`src/rtl/pipe_stage_regs_pkg.sv`:
```
// rtl/pipe_stage_regs_pkg.sv - shared constants, field ranges and stage triple type
package pipe_pkg;

  localparam logic [31:0] NOP_INSTR = 32'h00000000;
  localparam logic [31:0] PC_RESET  = 32'h00003000;
  localparam logic [31:0] PC8_OFFS  = 32'd8;

  // Register specifier field positions inside an instruction word
  localparam int RS_HI = 25;
  localparam int RS_LO = 21;
  localparam int RT_HI = 20;
  localparam int RT_LO = 16;
  localparam int RD_HI = 15;
  localparam int RD_LO = 11;

  // One pipeline stage: instruction, link value and bubble flag move together
  typedef struct packed {
    logic [31:0] ir;
    logic [31:0] pc8;
    logic        valid;
  } stage_t;

  localparam stage_t BUBBLE = '{ir: NOP_INSTR, pc8: 32'h00000000, valid: 1'b0};

  function automatic logic [4:0] instr_rs(input logic [31:0] ir);
    return ir[RS_HI:RS_LO];
  endfunction

  function automatic logic [4:0] instr_rt(input logic [31:0] ir);
    return ir[RT_HI:RT_LO];
  endfunction

  function automatic logic [4:0] instr_rd(input logic [31:0] ir);
    return ir[RD_HI:RD_LO];
  endfunction

endpackage

```
`src/rtl/pipe_stage_regs_if.sv`:
```
// rtl/pipe_stage_regs_if.sv - fetch/hazard side bundle of the pipeline stage registers
interface pipe_stage_regs_if;

  logic        stall;
  logic [31:0] instr_F;
  logic [31:0] pc_F;
  logic [31:0] IR_D, IR_E, IR_M, IR_W;
  logic [31:0] PC8_D, PC8_E, PC8_M, PC8_W;
  logic        valid_D, valid_E, valid_M, valid_W;
  logic        pc_en;
  logic [31:0] stall_cnt;
  logic [31:0] retire_cnt;

  // Driven by fetch and hazard logic
  modport master (
    output stall, instr_F, pc_F,
    input  IR_D, IR_E, IR_M, IR_W,
    input  PC8_D, PC8_E, PC8_M, PC8_W,
    input  valid_D, valid_E, valid_M, valid_W,
    input  pc_en, stall_cnt, retire_cnt
  );

  // Implemented by the stage register block
  modport slave (
    input  stall, instr_F, pc_F,
    output IR_D, IR_E, IR_M, IR_W,
    output PC8_D, PC8_E, PC8_M, PC8_W,
    output valid_D, valid_E, valid_M, valid_W,
    output pc_en, stall_cnt, retire_cnt
  );

endinterface

```
`src/rtl/pipe_stage_regs_stage_reg.sv`:
```
// rtl/pipe_stage_regs_stage_reg.sv - one atomic IR/PC8/valid stage register
module stage_reg
  import pipe_pkg::*;
(
  input  logic   clk,
  input  logic   rst_n,
  input  logic   en,
  input  logic   clr,
  input  stage_t stage_d,
  output stage_t stage_q
);

  stage_t stage_q_r;

  // Bubble load wins over hold so a stalled stage can still be flushed
  always_ff @(posedge clk or negedge rst_n) begin
    if (!rst_n) begin
      stage_q_r <= BUBBLE;
    end else if (clr) begin
      stage_q_r <= BUBBLE;
    end else if (en) begin
      stage_q_r <= stage_d;
    end
  end

  assign stage_q = stage_q_r;

endmodule

```
`src/rtl/pipe_stage_regs.sv`:
```
// rtl/pipe_stage_regs.sv - D/E/M/W stage registers with stall, bubble insertion and counters
module pipe_stage_regs
  import pipe_pkg::*;
(
  input  logic             clk,
  input  logic             rst_n,
  pipe_stage_regs_if.slave bus
);

  stage_t fetch_d;
  stage_t d_q, e_q, m_q, w_q;
  logic [31:0] stall_cnt_q, stall_cnt_d;
  logic [31:0] retire_cnt_q, retire_cnt_d;

  // Incoming fetch triple; instruction value never affects validity
  always_comb begin
    fetch_d       = BUBBLE;
    fetch_d.ir    = bus.instr_F;
    fetch_d.pc8   = bus.pc_F + PC8_OFFS;
    fetch_d.valid = 1'b1;
  end

  stage_reg u_stage_d (
    .clk     (clk),
    .rst_n   (rst_n),
    .en      (~bus.stall),
    .clr     (1'b0),
    .stage_d (fetch_d),
    .stage_q (d_q)
  );

  stage_reg u_stage_e (
    .clk     (clk),
    .rst_n   (rst_n),
    .en      (1'b1),
    .clr     (bus.stall),
    .stage_d (d_q),
    .stage_q (e_q)
  );

  stage_reg u_stage_m (
    .clk     (clk),
    .rst_n   (rst_n),
    .en      (1'b1),
    .clr     (1'b0),
    .stage_d (e_q),
    .stage_q (m_q)
  );

  stage_reg u_stage_w (
    .clk     (clk),
    .rst_n   (rst_n),
    .en      (1'b1),
    .clr     (1'b0),
    .stage_d (m_q),
    .stage_q (w_q)
  );

  // Next counter values; retire looks at W before the edge moves it on
  always_comb begin
    stall_cnt_d  = stall_cnt_q + {31'd0, bus.stall};
    retire_cnt_d = retire_cnt_q + {31'd0, w_q.valid};
  end

  // Free-running wrap-around counters, cleared by reset only
  always_ff @(posedge clk or negedge rst_n) begin
    if (!rst_n) begin
      stall_cnt_q  <= 32'd0;
      retire_cnt_q <= 32'd0;
    end else begin
      stall_cnt_q  <= stall_cnt_d;
      retire_cnt_q <= retire_cnt_d;
    end
  end

  assign bus.pc_en      = ~bus.stall;
  assign bus.IR_D       = d_q.ir;
  assign bus.IR_E       = e_q.ir;
  assign bus.IR_M       = m_q.ir;
  assign bus.IR_W       = w_q.ir;
  assign bus.PC8_D      = d_q.pc8;
  assign bus.PC8_E      = e_q.pc8;
  assign bus.PC8_M      = m_q.pc8;
  assign bus.PC8_W      = w_q.pc8;
  assign bus.valid_D    = d_q.valid;
  assign bus.valid_E    = e_q.valid;
  assign bus.valid_M    = m_q.valid;
  assign bus.valid_W    = w_q.valid;
  assign bus.stall_cnt  = stall_cnt_q;
  assign bus.retire_cnt = retire_cnt_q;

endmodule

```
`src/flat_wrapper.sv`:
```
// flat-port wrapper written by rule: the top's interface ports become plain ports
module pipe_stage_regs_flat import pipe_pkg::*;
  (clk, rst_n, bus_stall, bus_instr_F, bus_pc_F, bus_IR_D, bus_IR_E, bus_IR_M, bus_IR_W, bus_PC8_D, bus_PC8_E, bus_PC8_M, bus_PC8_W, bus_valid_D, bus_valid_E, bus_valid_M, bus_valid_W, bus_pc_en, bus_stall_cnt, bus_retire_cnt);
  pipe_stage_regs_if bus_i ();
  input  logic clk;
  input  logic rst_n;
  input wire logic [$bits(bus_i.stall)-1:0] bus_stall;
  input wire logic [$bits(bus_i.instr_F)-1:0] bus_instr_F;
  input wire logic [$bits(bus_i.pc_F)-1:0] bus_pc_F;
  output wire logic [$bits(bus_i.IR_D)-1:0] bus_IR_D;
  output wire logic [$bits(bus_i.IR_E)-1:0] bus_IR_E;
  output wire logic [$bits(bus_i.IR_M)-1:0] bus_IR_M;
  output wire logic [$bits(bus_i.IR_W)-1:0] bus_IR_W;
  output wire logic [$bits(bus_i.PC8_D)-1:0] bus_PC8_D;
  output wire logic [$bits(bus_i.PC8_E)-1:0] bus_PC8_E;
  output wire logic [$bits(bus_i.PC8_M)-1:0] bus_PC8_M;
  output wire logic [$bits(bus_i.PC8_W)-1:0] bus_PC8_W;
  output wire logic [$bits(bus_i.valid_D)-1:0] bus_valid_D;
  output wire logic [$bits(bus_i.valid_E)-1:0] bus_valid_E;
  output wire logic [$bits(bus_i.valid_M)-1:0] bus_valid_M;
  output wire logic [$bits(bus_i.valid_W)-1:0] bus_valid_W;
  output wire logic [$bits(bus_i.pc_en)-1:0] bus_pc_en;
  output wire logic [$bits(bus_i.stall_cnt)-1:0] bus_stall_cnt;
  output wire logic [$bits(bus_i.retire_cnt)-1:0] bus_retire_cnt;
  assign bus_i.stall = bus_stall;
  assign bus_i.instr_F = bus_instr_F;
  assign bus_i.pc_F = bus_pc_F;
  assign bus_IR_D = bus_i.IR_D;
  assign bus_IR_E = bus_i.IR_E;
  assign bus_IR_M = bus_i.IR_M;
  assign bus_IR_W = bus_i.IR_W;
  assign bus_PC8_D = bus_i.PC8_D;
  assign bus_PC8_E = bus_i.PC8_E;
  assign bus_PC8_M = bus_i.PC8_M;
  assign bus_PC8_W = bus_i.PC8_W;
  assign bus_valid_D = bus_i.valid_D;
  assign bus_valid_E = bus_i.valid_E;
  assign bus_valid_M = bus_i.valid_M;
  assign bus_valid_W = bus_i.valid_W;
  assign bus_pc_en = bus_i.pc_en;
  assign bus_stall_cnt = bus_i.stall_cnt;
  assign bus_retire_cnt = bus_i.retire_cnt;
  pipe_stage_regs u_core (.clk(clk), .rst_n(rst_n), .bus(bus_i));
endmodule
```
`config.mk`:
```
export PLATFORM = sky130hd
export DESIGN_NAME = pipe_stage_regs_flat
export DESIGN_NICKNAME = d
export VERILOG_FILES = /design/src/rtl/pipe_stage_regs_pkg.sv /design/src/rtl/pipe_stage_regs_if.sv /design/src/rtl/pipe_stage_regs_stage_reg.sv /design/src/rtl/pipe_stage_regs.sv /design/src/flat_wrapper.sv
export SDC_FILE = /design/constraint.sdc
export NUM_CORES = 1
export LEC_CHECK = 0
export ABC_AREA = 1
export BUFFER_PORTS_ARGS = -buffer_cell sky130_fd_sc_hd__buf_4
export CAP_MARGIN = 20
export CORE_MARGIN = 4
export CORE_UTILIZATION = 52
export CTS_CLUSTER_DIAMETER = 200
export DETAILED_ROUTE_END_ITERATION = 7
export PLACE_DENSITY = 0.81
export SLEW_MARGIN = 20
export SYNTH_ARGS = -nofsm -noshare
export SYNTH_HDL_FRONTEND = slang
export SYNTH_HIERARCHICAL = 1
export SYNTH_SLANG_ARGS = --single-unit
export TNS_END_PERCENT = 100
```
`constraint.sdc`:
```
create_clock -name clk -period 1.8 [get_ports clk]
set_input_delay 0.09 -clock clk [delete_from_list [all_inputs] [get_ports clk]]
set_output_delay 0.09 -clock clk [all_outputs]
set_load 0.01 [all_outputs]
```
* Word level (Yosys, flattened, before mapping) *
Cells that the tools add are included.

word-level totals
  register bits = 324
  logic and storage cells = 19
  output and inout port bits = 325
  input port bits = 67

operators by class
  muxes and demuxes = 1
  bitwise gates (word level) = 1
  $add $sub $neg = 3

operator list
  operator               count
  $mux 65                1
  $add 32x1->32          2
  $add 32x4->32 const B  1
  $not 1->1              1

* Depth between registers and ports, before layout *
Gate-level depths: netlist (run 1).

  word-level depth = 1
  depth in mapped cells = 10
  depth with buffers taken out = 10

* Hierarchy *
The synthesis (run 1) kept the hierarchy.

by module, submodules not included
  module           seq. area each (sq um)  cells each  times used  area each (sq um)
  stage_reg        1626.6                  283         4           2590.0
  pipe_stage_regs  1601.5                  625         1           4299.1

* Least setup slack after synthesis (run 1) *
Ideal clock, no wire load.

  path type = register to register
  from = reg u_core.u_stage_w.stage_q_r (netlist bit u_core/u_stage_w/stage_q[0])
  to = reg u_core.retire_cnt_q[30] (netlist: u_core/bus.retire_cnt[30])
  required time = 1.683 ns
  path buffers = 0
  clock period less this slack = 1.493 ns
  arrival time = 1.376 ns
  stages on the path, launching flop included = 10
  slack = 0.307 ns
  cell sequence = dfrtp_1 > ha_1 > ha_1 > nand2_1 > nor2_4 > nand2_1 > nor2_4 > nand2_1 > nand2_1 > nand2_1

between the ends
  cells in the longest elaborated chain, start to end = 1

ends and longest elaborated chain
  item                         line                             text
  start: declaration           pipe_stage_regs_stage_reg.sv:13  stage_t stage_q_r;
  start signal: assignment     pipe_stage_regs_stage_reg.sv:22  stage_q_r <= stage_d;
  $add 32x1->32                pipe_stage_regs.sv:62            retire_cnt_d = retire_cnt_q + {31'd0, w_q.valid};
  net u_core.retire_cnt_d[30]  pipe_stage_regs.sv:13            logic [31:0] retire_cnt_q, retire_cnt_d;
  end signal: assignment       pipe_stage_regs.sv:72            retire_cnt_q <= retire_cnt_d;
  end: declaration             pipe_stage_regs.sv:13

The timed path passes the listed nets, and every way through them passes these cells.
A chain may end at the register's enable or synchronous reset.

* Final worst setup path (run 1) *
Ends and elaborated chain as after synthesis.

==> results.json, run 1 <==
{
  "status": "finished with violations",
  "failed_checks": "max-slew violations",
  "max-cap-violations": 0,
  "syn_area_um2": 14700,
  "crit_slowest_cell": "dfrtp_1",
  "worstSkewPairLatency_ns": 0.52,
  "drtPass1Iterations": 6,
  "rows": 61,
  "pre_cts_ws_ns": 0.209,
  "final_cell_count_no_fill": 2596,
  "grt_antenna_before_repair": 1,
  "wl_per_cell_um": 18.4,
  "cts-resized-gates": 0,
  "viasPerCell": 5.35,
  "core_area_um2": 27800,
  "cp-end-kind": "flop",
  "fin_hold_ws_ns": 0.0787,
  "port_buffers": 391,
  "avgSynthCellArea_um2": 8.34,
  "path_cells": "ha_1 > ha_1 > nand2_1 > nor2_4 > nand2_1 > nor2_4 > nand2_1 > nand2_1 > nand2_1",
  "grtUsageMet3_pct": 6.09,
  "synth.top_cells.by_count": "nand2_1, dfrtp_1, nand3_1, nor2_1, inv_1",
  "worstPathRequired_ns": 2.20,
  "pwr_density_cell_nw_per_um2": 882,
  "clk_path_buf_depth": 3,
  "fin_crit_ns": 1.59,
  "hold_viol_final": 0,
  "worstMarginPinSlew_ns": 4.55,
  "ys_async_sr_fraction_pct": 100,
  "yosysSeqAreaShare_pct": 55.3,
  "drt_iter0_drc": 1306,
  "critical-path-top-delay-family": "simple AND/OR/NAND/NOR gates",
  "cts_root_buf": "clkbuf_16",
  "grt_pass1_vias": 13320,
  "grt_max_degree": 70,
  "area_delta_synth_final_pct": 33.8,
  "gp_congestion": 0.916,
  "busiest_layer": "met2",
  "num-fill-cells": 2228,
  "hp-class": "in -> async",
  "grt_pass1_wl_um": 74900,
  "setup_slack_ns": 0.206,
  "tns_ns": 0,
  "start_util_pct": 52.8,
  "die_w_um": 176,
  "drive_above_1_share_pct": 22.7,
  "finalMaxSlewViolations": 66,
  "dieArea_um2": 30900,
  "final_nets": 2263,
  "cp_data_arrival_time_ns": 2.00,
  "cts.clk_slew.worst_paths_ns": 0.06,
  "irDropWorstVdd_uv": 1050,
  "grt.total_usage_pct": 30.4,
  "grt-ovfl-total": 0,
  "gr-usage-met2_pct": 46.0,
  "wirelength_um": 47900,
  "synth_cell_types": 24,
  "grt_use_met1_pct": 43.0,
  "r2r_slack_ns": 0.21,
  "period_share_pct": 88.5,
  "startpoint_type": "flop",
  "timing.slew.headroom_pct": -205,
  "cpMostUsedCell": "nand2_1",
  "synth_most_common_cell": "nand2_1",
  "dp_hpwl_um": 33100,
  "ys_ff_latch": 324,
  "drc": 0,
  "synthTopCellsByArea": "dfrtp_1, nand2_1, nand3_1, nor2_1, xor2_1",
  "synth_top_area_share_pct": 55.3,
  "synthFlopType": "dfrtp_1",
  "path_buf_inv": 0,
  "clock-sinks": 324,
  "ant_nets": 0,
  "final-setup-viol-count": 0,
  "fmax_mhz": 627,
  "worstPathMaxFanout": 5,
  "synth_edf_count": 0,
  "cts_buffers": 36,
  "io_pins": 392,
  "reg2reg_depth": 9,
  "rsz0062_at_grt": "false",
  "dp_cells": 2465,
  "p_leak_nw": 10.8,
  "num_vias": 13885,
  "r2r-end": "u_core/bus.retire_cnt[30]",
  "crit_type": "reg -> reg",
  "syn_inst": 1757,
  "cts-htree-levels": 2,
  "cts_tree": "done",
  "yosysTopAreaCell": "dfrtp_1",
  "yosys_warnings": 6,
  "r2r-start": "u_core/u_stage_w/stage_q[0]",
  "slowest_delay_ns": 0.37,
  "die_h_um": 176,
  "clock_skew_ns": 0.0133
}
==> per-stage QoR <==
stage,utilization [%],area [um2],power (mW)
2_1_floorplan,-,14700,8.67
3_3_place_gp,63.7,17700,9.47
3_5_place_dp,63.7,17700,9.50
4_1_cts,70.6,19600,17.3
5_1_grt,70.6,19600,17.9
6_report,70.6,19600,17.3
==> state kept, by name (all words and copies together), names as in the netlist <==
name	cells
u_core/bus.retire_cnt	32
u_core/bus.stall_cnt	32
u_core/u_stage_m/stage_q	65
u_core/u_stage_e/stage_q	65
u_core/u_stage_d/stage_q	65
u_core/u_stage_w/stage_q	65
==> per-layer routing <==
layer / up-vias / part of all wire (%)
met4: 0 / 5.0
met3: 161 / 8.3
met5: - / 0
met1: 6568 / 42
li1: 6395 / -
met2: 761 / 45
==> logic make-up (layout without fill, tap and decap cells) <==
kind of cell	after synthesis	after routing	synth area share [%]
AO/OA/AOI/OAI	4	4	0.137
XOR/XNOR	44	44	2.63
adder cells (fa/ha/maj)	6	6	0.512
buffers and inverters	146	592	5.48
AND/OR/NAND/NOR	1231	1231	35.9
other	2	17	0.0512
flip-flops	324	324	55.3
==> power by group <==
group / switching (mW) / internal [mW] / leakage, nW
Combinational: 1.05 / 0.716 / 5.74
Sequential: 0.285 / 7.53 / 4.45
Clock: 2.95 / 4.74 / 0.620
Total: 4.29 / 13.0 / 10.8
==> how the worst max path moves through the flow <==
stage | slack [ns] | startpoint | cells after the start | end
after floorplan | 0.31 | u_core/u_stage_w/stage_q[0] | 9 | u_core/bus.retire_cnt[30]
after global routing | 0.10 | u_core/u_stage_w/stage_q[0] | 9 | u_core/bus.retire_cnt[22]
final | 0.21 | u_core/u_stage_w/stage_q[0] | 9 | u_core/bus.retire_cnt[30]
after detailed placement | 0.21 | u_core/u_stage_w/stage_q[0] | 9 | u_core/bus.retire_cnt[30]
after CTS | 0.20 | u_core/u_stage_w/stage_q[0] | 9 | u_core/bus.retire_cnt[30]
after global placement | 0.25 | u_core/u_stage_w/stage_q[0] | 9 | u_core/bus.retire_cnt[22]
==> final cells by class <==
type | instances | area [um2] | area share (%)
inverter | 62 | 233 | 1.19
tap | 378 | 473 | 2.41
multi-input combinational | 1301 | 5810 | 29.6
clock buffer | 48 | 1030 | 5.24
sequential | 324 | 8110 | 41.3
clock inverter | 17 | 224 | 1.14
antenna | 1 | 2.50 | 0.0128
timing repair buffer | 465 | 3740 | 19.1
==> timing repair <==
item | CTS | global route
hold endpoints to repair | 388 | 0
hold buffers | 65 | 0
buffers inserted | 0 | 0
endpoints found under the setup margin | 0 | 0
==> layout by cell type, fill, tap and decap left out <==
| cell | Yosys | routed |
|---|---|---|
| nand2_1 | 777 | 777 |
| buf_4 | 12 | 393 |
| dfrtp_1 | 324 | 324 |
| nand3_1 | 286 | 286 |
| nor2_1 | 107 | 106 |
| dlygate4sd3_1 | 0 | 65 |
| inv_1 | 61 | 59 |
| clkbuf_16 | 0 | 37 |
| xor2_1 | 30 | 30 |
| nor2_4 | 17 | 18 |
| nand3b_1 | 17 | 17 |
| conb_1 | 2 | 16 |
| xnor2_1 | 14 | 14 |
| nor2_2 | 10 | 10 |
| nand2_2 | 9 | 9 |
| clkinv_2 | 0 | 8 |
| clkbuf_8 | 0 | 6 |
| buf_12 | 0 | 6 |
| ha_1 | 6 | 6 |
| bufinv_16 | 0 | 5 |
| clkbuf_1 | 4 | 5 |
| and2_1 | 4 | 4 |
| o21ai_0 | 3 | 3 |
| inv_2 | 1 | 3 |
| inv_6 | 0 | 2 |
| nand2_4 | 2 | 2 |
| diode_2 | 0 | 1 |
| clkinv_4 | 0 | 1 |
| clkinvlp_4 | 0 | 1 |
| buf_8 | 0 | 1 |
| nor2_8 | 1 | 1 |
| a21oi_1 | 1 | 1 |
| nor3_1 | 1 | 1 |
Power figures use the tool's default switching activity.
==> run 2, diff against run 1 <==
HOLD_SLACK_MARGIN = 0.02   (was not set)
PLACE_DENSITY = not set   (was 0.81)
PLACE_DENSITY_LB_ADDON = 0.08   (was not set)
==> run 2 against run 1 <==
The flow still finishes with violations (max-slew violations). Utilization up 0.072 points. Maximum frequency down 1.2%. Sequential share of layout area about the same. Critical endpoint is now u_core/bus.stall_cnt[28]. Highest routed layer unchanged.
==> results.json, run 2 (synthesis results as in run 1) <==
{
  "drive_above_1_share_pct": 22.6,
  "p_leak_nw": 10.8,
  "pre_cts_ws_ns": 0.226,
  "irDropWorstVdd_uv": 729,
  "grt_antenna_before_repair": 1,
  "layout_common_cells": "nand2_1, buf_4, dfrtp_1",
  "clock_skew_ns": 0.00672,
  "finalMaxSlewViolations": 66,
  "ff_latch_area_um2": 8110,
  "cts_root_buf": "clkbuf_16",
  "viasPerCell": 5.18,
  "fmax_mhz": 620,
  "pwr_density_cell_nw_per_um2": 879,
  "multi_input_area_um2": 5810,
  "rows": 61,
  "grt_pass1_wl_um": 71400,
  "final_nets": 2267,
  "dp_hpwl_um": 31200,
  "worstSkewPairLatency_ns": 0.51,
  "tns_ns": 0,
  "status": "finished with violations",
  "num_vias": 13478,
  "start_util_pct": 52.8,
  "cp-end-kind": "flop",
  "grt_pass1_vias": 13145,
  "clk_path_buf_depth": 3,
  "gp_congestion": 0.931,
  "cts_setup_buffers": 0,
  "cts.clk_slew.worst_paths_ns": 0.06,
  "final-setup-viol-count": 0,
  "grt-ovfl-total": 0,
  "die_h_um": 176,
  "drc": 0,
  "worstPathRequired_ns": 2.20,
  "grt_max_degree": 78,
  "drt_iter0_drc": 1193,
  "cts-htree-levels": 2,
  "fin_crit_ns": 1.61,
  "cts_tree": "done",
  "hold_viol_final": 0,
  "clock-sinks": 324,
  "max-cap-violations": 0,
  "failed_checks": "max-slew violations",
  "hp-class": "in -> reg",
  "wirelength_um": 45400,
  "startpoint_type": "flop",
  "io_pins": 392,
  "core_area_um2": 27800,
  "cts_buffers": 37,
  "setup_slack_ns": 0.187,
  "die_w_um": 176,
  "rsz0062_at_grt": "false",
  "crit_type": "reg -> reg",
  "timing.slew.headroom_pct": -221,
  "layout_commonest_cell": "nand2_1",
  "port_buffers": 391,
  "period_share_pct": 89.6,
  "ant_nets": 0,
  "dieArea_um2": 30900,
  "num-fill-cells": 2331,
  "worstPathMaxFanout": 4,
  "wl_per_cell_um": 17.4,
  "p_total_mw": 17.2,
  "area_delta_synth_final_pct": 33.9,
  "drtPass1Iterations": 5,
  "cp_data_arrival_time_ns": 2.01,
  "worstMarginPinSlew_ns": 4.80,
  "grt.total_usage_pct": 28.7
}
==> run 2: cell count changes in the layout (fill, tap and decap cells not counted) <==
cell	delta
clkbuf_8	+1
bufinv_16	-2
clkbuf_16	+2
clkinv_2	-3
clkbuf_1	+5
inv_6	-1
clkinvlp_4	+1
buf_4	+3
clkinv_4	-1
==> run 2: final timing paths <==
| kind | startpoint | endpoint | slack, ns | cells past startpoint |
|---|---|---|---|---|
| setup / recovery | u_core/bus.stall_cnt[0] | u_core/bus.stall_cnt[28] | 0.19 | 9 |
| hold reg to reg | u_core/u_stage_d/stage_q[0] | u_core/u_stage_d/stage_q[0] | 0.49 | 2 |
| max in group asynchronous | rst_n | u_core/u_stage_d/stage_q[43] | 1.03 | 3 |
| min in group asynchronous | rst_n | u_core/bus.retire_cnt[17] | 0.06 | 2 |
| setup reg to reg | u_core/bus.stall_cnt[0] | u_core/bus.stall_cnt[28] | 0.19 | 9 |
| hold / removal | bus_pc_F[6] | u_core/u_stage_d/stage_q[7] | 0.05 | 5 |
==> run 2: repair_timing <==
| action | in CTS | in global routing |
|---|---|---|
| hold buffers | 65 | 0 |
| resized for setup | 0 | 0 |
| endpoints found under the setup margin | 0 | 0 |
| hold endpoints to repair | 388 | 0 |
==> run 2: worst max-delay path, cell delays in order (launching register included) <==
cell	delay, ns
dfrtp_1	0.38
ha_1	0.21
ha_1	0.20
inv_1	0.08
nor2_1	0.14
nand2_2	0.12
nor2_2	0.16
nand2_1	0.10
nand2_1	0.06
nand2_1	0.05
==> run 2: area by class of cell <==
cell class | instances | share of cell area [%]
sequential | 324 | 41.3
multi-input combinational | 1301 | 29.6
timing repair buffer | 468 | 19.1
clock buffer | 56 | 5.65
tap | 378 | 2.41
inverter | 62 | 1.19
clock inverter | 11 | 0.707
antenna | 1 | 0.0127
==> run 2: per-stage QoR <==
step                util, %  hold slack (ns)  cell area (um2)  cells
finish                 70.7           0.0509            19600   2601
floorplan                 -           -0.206            14700   1771
CTS                    70.7           0.0332            19600   2600
global route           70.7           0.0809            19600   2601
detailed placement     63.8          0.00306            17700   2468
global placement       63.8          0.00360            17700   2468
==> run 2: per-layer routing <==
metal	GRT usage [%]	wire length, um	up-vias
met5	0	0	-
met4	10.4	1640	0
met3	5.45	3320	99
met2	46.4	21500	537
met1	38.9	18900	6439
li1	-	-	6403
==> run 2: power breakdown <==
| part | switching [mW] | internal, mW | leakage (nW) |
|---|---|---|---|
| registers | 0.269 | 7.53 | 4.45 |
| logic | 1.07 | 0.720 | 5.75 |
| clock network | 2.97 | 4.69 | 0.610 |
| total | 4.30 | 12.9 | 10.8 |
==> run 3, diff against run 2 <==
ABC_AREA = not set   (was 1)
==> run 3 against run 2 <==
The run now ends clean. Utilization rose by 0.45 points. Die area fell by 3.5%. Setup slack got worse by 0.17 ns. Power fell by 1.4%. Via count fell by 22%. Global-route usage fell by 2.5 points. Flip-flop and latch count did not move. Maximum frequency fell by 9.4%. First-iteration DRC count fell by 46%. Sequential share of layout area rose by 1.2 points. Hold slack got worse by 0.013 ns. Largest cell class unchanged.
==> results.json, run 3 <==
{
  "slowest_delay_ns": 0.55,
  "startpoint_type": "input pin",
  "antenna_cells": 0,
  "layout_commonest_cell": "buf_4",
  "timing.slew.headroom_pct": 63.5,
  "synth_edf_count": 0,
  "num-fill-cells": 1991,
  "tns_ns": 0,
  "irDropWorstVdd_uv": 770,
  "synth.top_cells.by_count": "dfrtp_1, nor2_1, mux2i_1, xnor2_1, nand3_1",
  "num_vias": 10556,
  "cp-end-kind": "flop",
  "hold_viol_final": 0,
  "muxShareOfSynthArea_pct": 18.4,
  "synth_most_common_cell": "dfrtp_1",
  "route.top_layer_used": "met4",
  "yosysTopAreaCell": "dfrtp_1",
  "synth_cell_types": 31,
  "cts.clk_slew.worst_paths_ns": 0.06,
  "yosys_warnings": 6,
  "clock_skew_ns": 0.00797,
  "grt.total_usage_pct": 26.1,
  "cp_data_arrival_time_ns": 2.21,
  "synth-adder-area-share_pct": 0.532,
  "drc": 0,
  "r2r-start": "u_core/bus.retire_cnt[0]",
  "die_w_um": 173,
  "avgSynthCellArea_um2": 12.0,
  "ys_async_sr_fraction_pct": 100,
  "worstSkewPairLatency_ns": 0.50,
  "hp-class": "in -> async",
  "synthFlopType": "dfrtp_1",
  "synth_top_area_share_pct": 57.4,
  "r2r_slack_ns": 0.06,
  "cts_buffers": 35,
  "cts-htree-levels": 2,
  "core_area_um2": 26800,
  "area_delta_synth_final_pct": 34.9,
  "max-cap-violations": 0,
  "finalMaxSlewViolations": 0,
  "final_util_pct": 71.1,
  "fin_crit_ns": 1.78,
  "final_nets": 1712,
  "synthTopCellsByArea": "dfrtp_1, mux2i_1, nor2_1, xnor2_1, buf_12",
  "gp_congestion": 0.856,
  "yosysSeqAreaShare_pct": 57.4,
  "die_h_um": 173,
  "io_pins": 392,
  "ant_nets": 0,
  "dieArea_um2": 29900,
  "layout_common_cells": "buf_4, dfrtp_1, nor2_1",
  "p_leak_nw": 10.2,
  "syn_area_um2": 14100,
  "grt-ovfl-total": 0,
  "worstPathMaxFanout": 5,
  "wirelength_um": 39700,
  "reg2reg_depth": 6,
  "setup_slack_ns": 0.0194,
  "worstMarginPinSlew_ns": 0.548,
  "r2r-end": "u_core/bus.retire_cnt[12]",
  "design_area_um2": 19100,
  "period_share_pct": 98.9,
  "final_cell_count_no_fill": 2005,
  "worstPathRequired_ns": 2.23,
  "syn_inst": 1174,
  "pre_cts_ws_ns": 0.0225,
  "final-setup-viol-count": 0,
  "dp_cells": 1880,
  "rows": 60,
  "wl_met2_um": 18600,
  "grt_pass1_wl_um": 63400,
  "port_buffers": 391,
  "met1_length_um": 16300,
  "wl_met3_um": 3090,
  "placed_cell_area_um2": 17200,
  "start_util_pct": 52.7,
  "ys_ff_latch": 324,
  "clk_path_buf_depth": 3,
  "viasPerCell": 5.26,
  "synth-compound-area-share_pct": 0,
  "pwr_density_cell_nw_per_um2": 892,
  "wl_per_cell_um": 19.8,
  "grt_max_degree": 96,
  "crit_slowest_cell": "dlygate4sd3_1",
  "fmax_mhz": 562,
  "drt_iter0_drc": 643,
  "cts_root_buf": "clkbuf_16",
  "grt_pass1_vias": 11077,
  "clock-sinks": 324,
  "drtPass1Iterations": 6,
  "dp_hpwl_um": 27300,
  "crit_type": "in -> reg",
  "status": "complete, no violations",
  "drive_above_1_share_pct": 29.6,
  "cts_tree": "done",
  "path_cells": "dlygate4sd3_1 > buf_4 > and4_1 > nand4_1 > nor4_1 > xor2_1 > mux2i_1 > nor2_1",
  "yosys.area_share.xor_xnor_pct": 5.40,
  "synthSimpleGateAreaFrac_pct": 13.4,
  "rsz0062_at_grt": "true",
  "synth_top_family_by_area": "multiplexers",
  "grt_antenna_before_repair": 0
}
[run 3: cell count changes after synthesis, moves of 20 or more]
cell     delta
buf_12     +20
xnor2_1    +45
nand3_1   -252
mux2i_1   +260
buf_2      -44
nand4_1    +25
nand2_1   -752
nor2_1    +165
inv_1      -49
[run 3: worst max path at each step]
| stage | slack (ns) | startpoint | endpoint |
|---|---|---|---|
| 2_1_floorplan | -0.004 | u_core/u_stage_w/stage_q[0] | u_core/bus.retire_cnt[12] |
| 3_3_place_gp | 0.06 | u_core/u_stage_w/stage_q[0] | u_core/bus.retire_cnt[12] |
| 3_5_place_dp | 0.02 | u_core/bus.retire_cnt[0] | u_core/bus.retire_cnt[12] |
| 4_1_cts | 0.02 | u_core/bus.retire_cnt[0] | u_core/bus.retire_cnt[12] |
| 5_1_grt | -0.02 | bus_pc_F[16] | u_core/u_stage_d/stage_q[27] |
| 6_report | 0.02 | bus_pc_F[5] | u_core/u_stage_d/stage_q[20] |
[run 3: cell families (layout without fill, tap and decap cells)]
group,Yosys count,in the layout
simple gates,419,419
flops,324,324
mux,260,260
xor+xnor,87,87
buf+inv,76,555
fa+ha+maj,6,6
other cells,2,13
[run 3: stage by stage]
step / hold WS (ns) / power, mW
after detailed placement: -0.0369 / 9.59
after floorplan: -0.206 / 8.77
after global routing: 0.0487 / 17.6
final: 0.0377 / 17.0
after CTS: 0.0304 / 17.1
after global placement: -0.0356 / 9.56
[run 3: timing repair]
action,CTS,global route
buffers inserted,0,1
setup endpoints to repair,0,12
hold buffers,62,0
resized for setup,0,4
endpoints found under the hold margin,379,0
[run 3: layout make-up]
cell class	count	area, um2	share of cell area (%)
well taps	341	427	2.24
clock buffers	48	1040	5.44
clock inverters	14	158	0.827
flip-flops and latches	324	8110	42.5
inverters	12	47.5	0.249
multi-input cells	785	5430	28.5
repair buffers	481	3850	20.2
[run 3: routing by layer]
metal | up-vias | global-route usage [%]
met5 | - | 0
met4 | 0 | 10.4
met3 | 95 | 7.85
met2 | 381 | 42.3
met1 | 5182 | 33.3
li1 | 4898 | -
[run 3: critical path: cells and delay by family]
kind | cells | cell delay, ns
XOR/XNOR | 1 | 0.29
multiplexers | 1 | 0.12
AND/OR/NAND/NOR | 4 | 1.01
buffers and inverters | 2 | 0.69
[run 3: power breakdown]
group          internal, mW  leakage, nW  switching [mW]
combinational         0.851         5.12           0.962
sequential             7.54         4.45           0.291
clock                  4.48        0.590            2.88
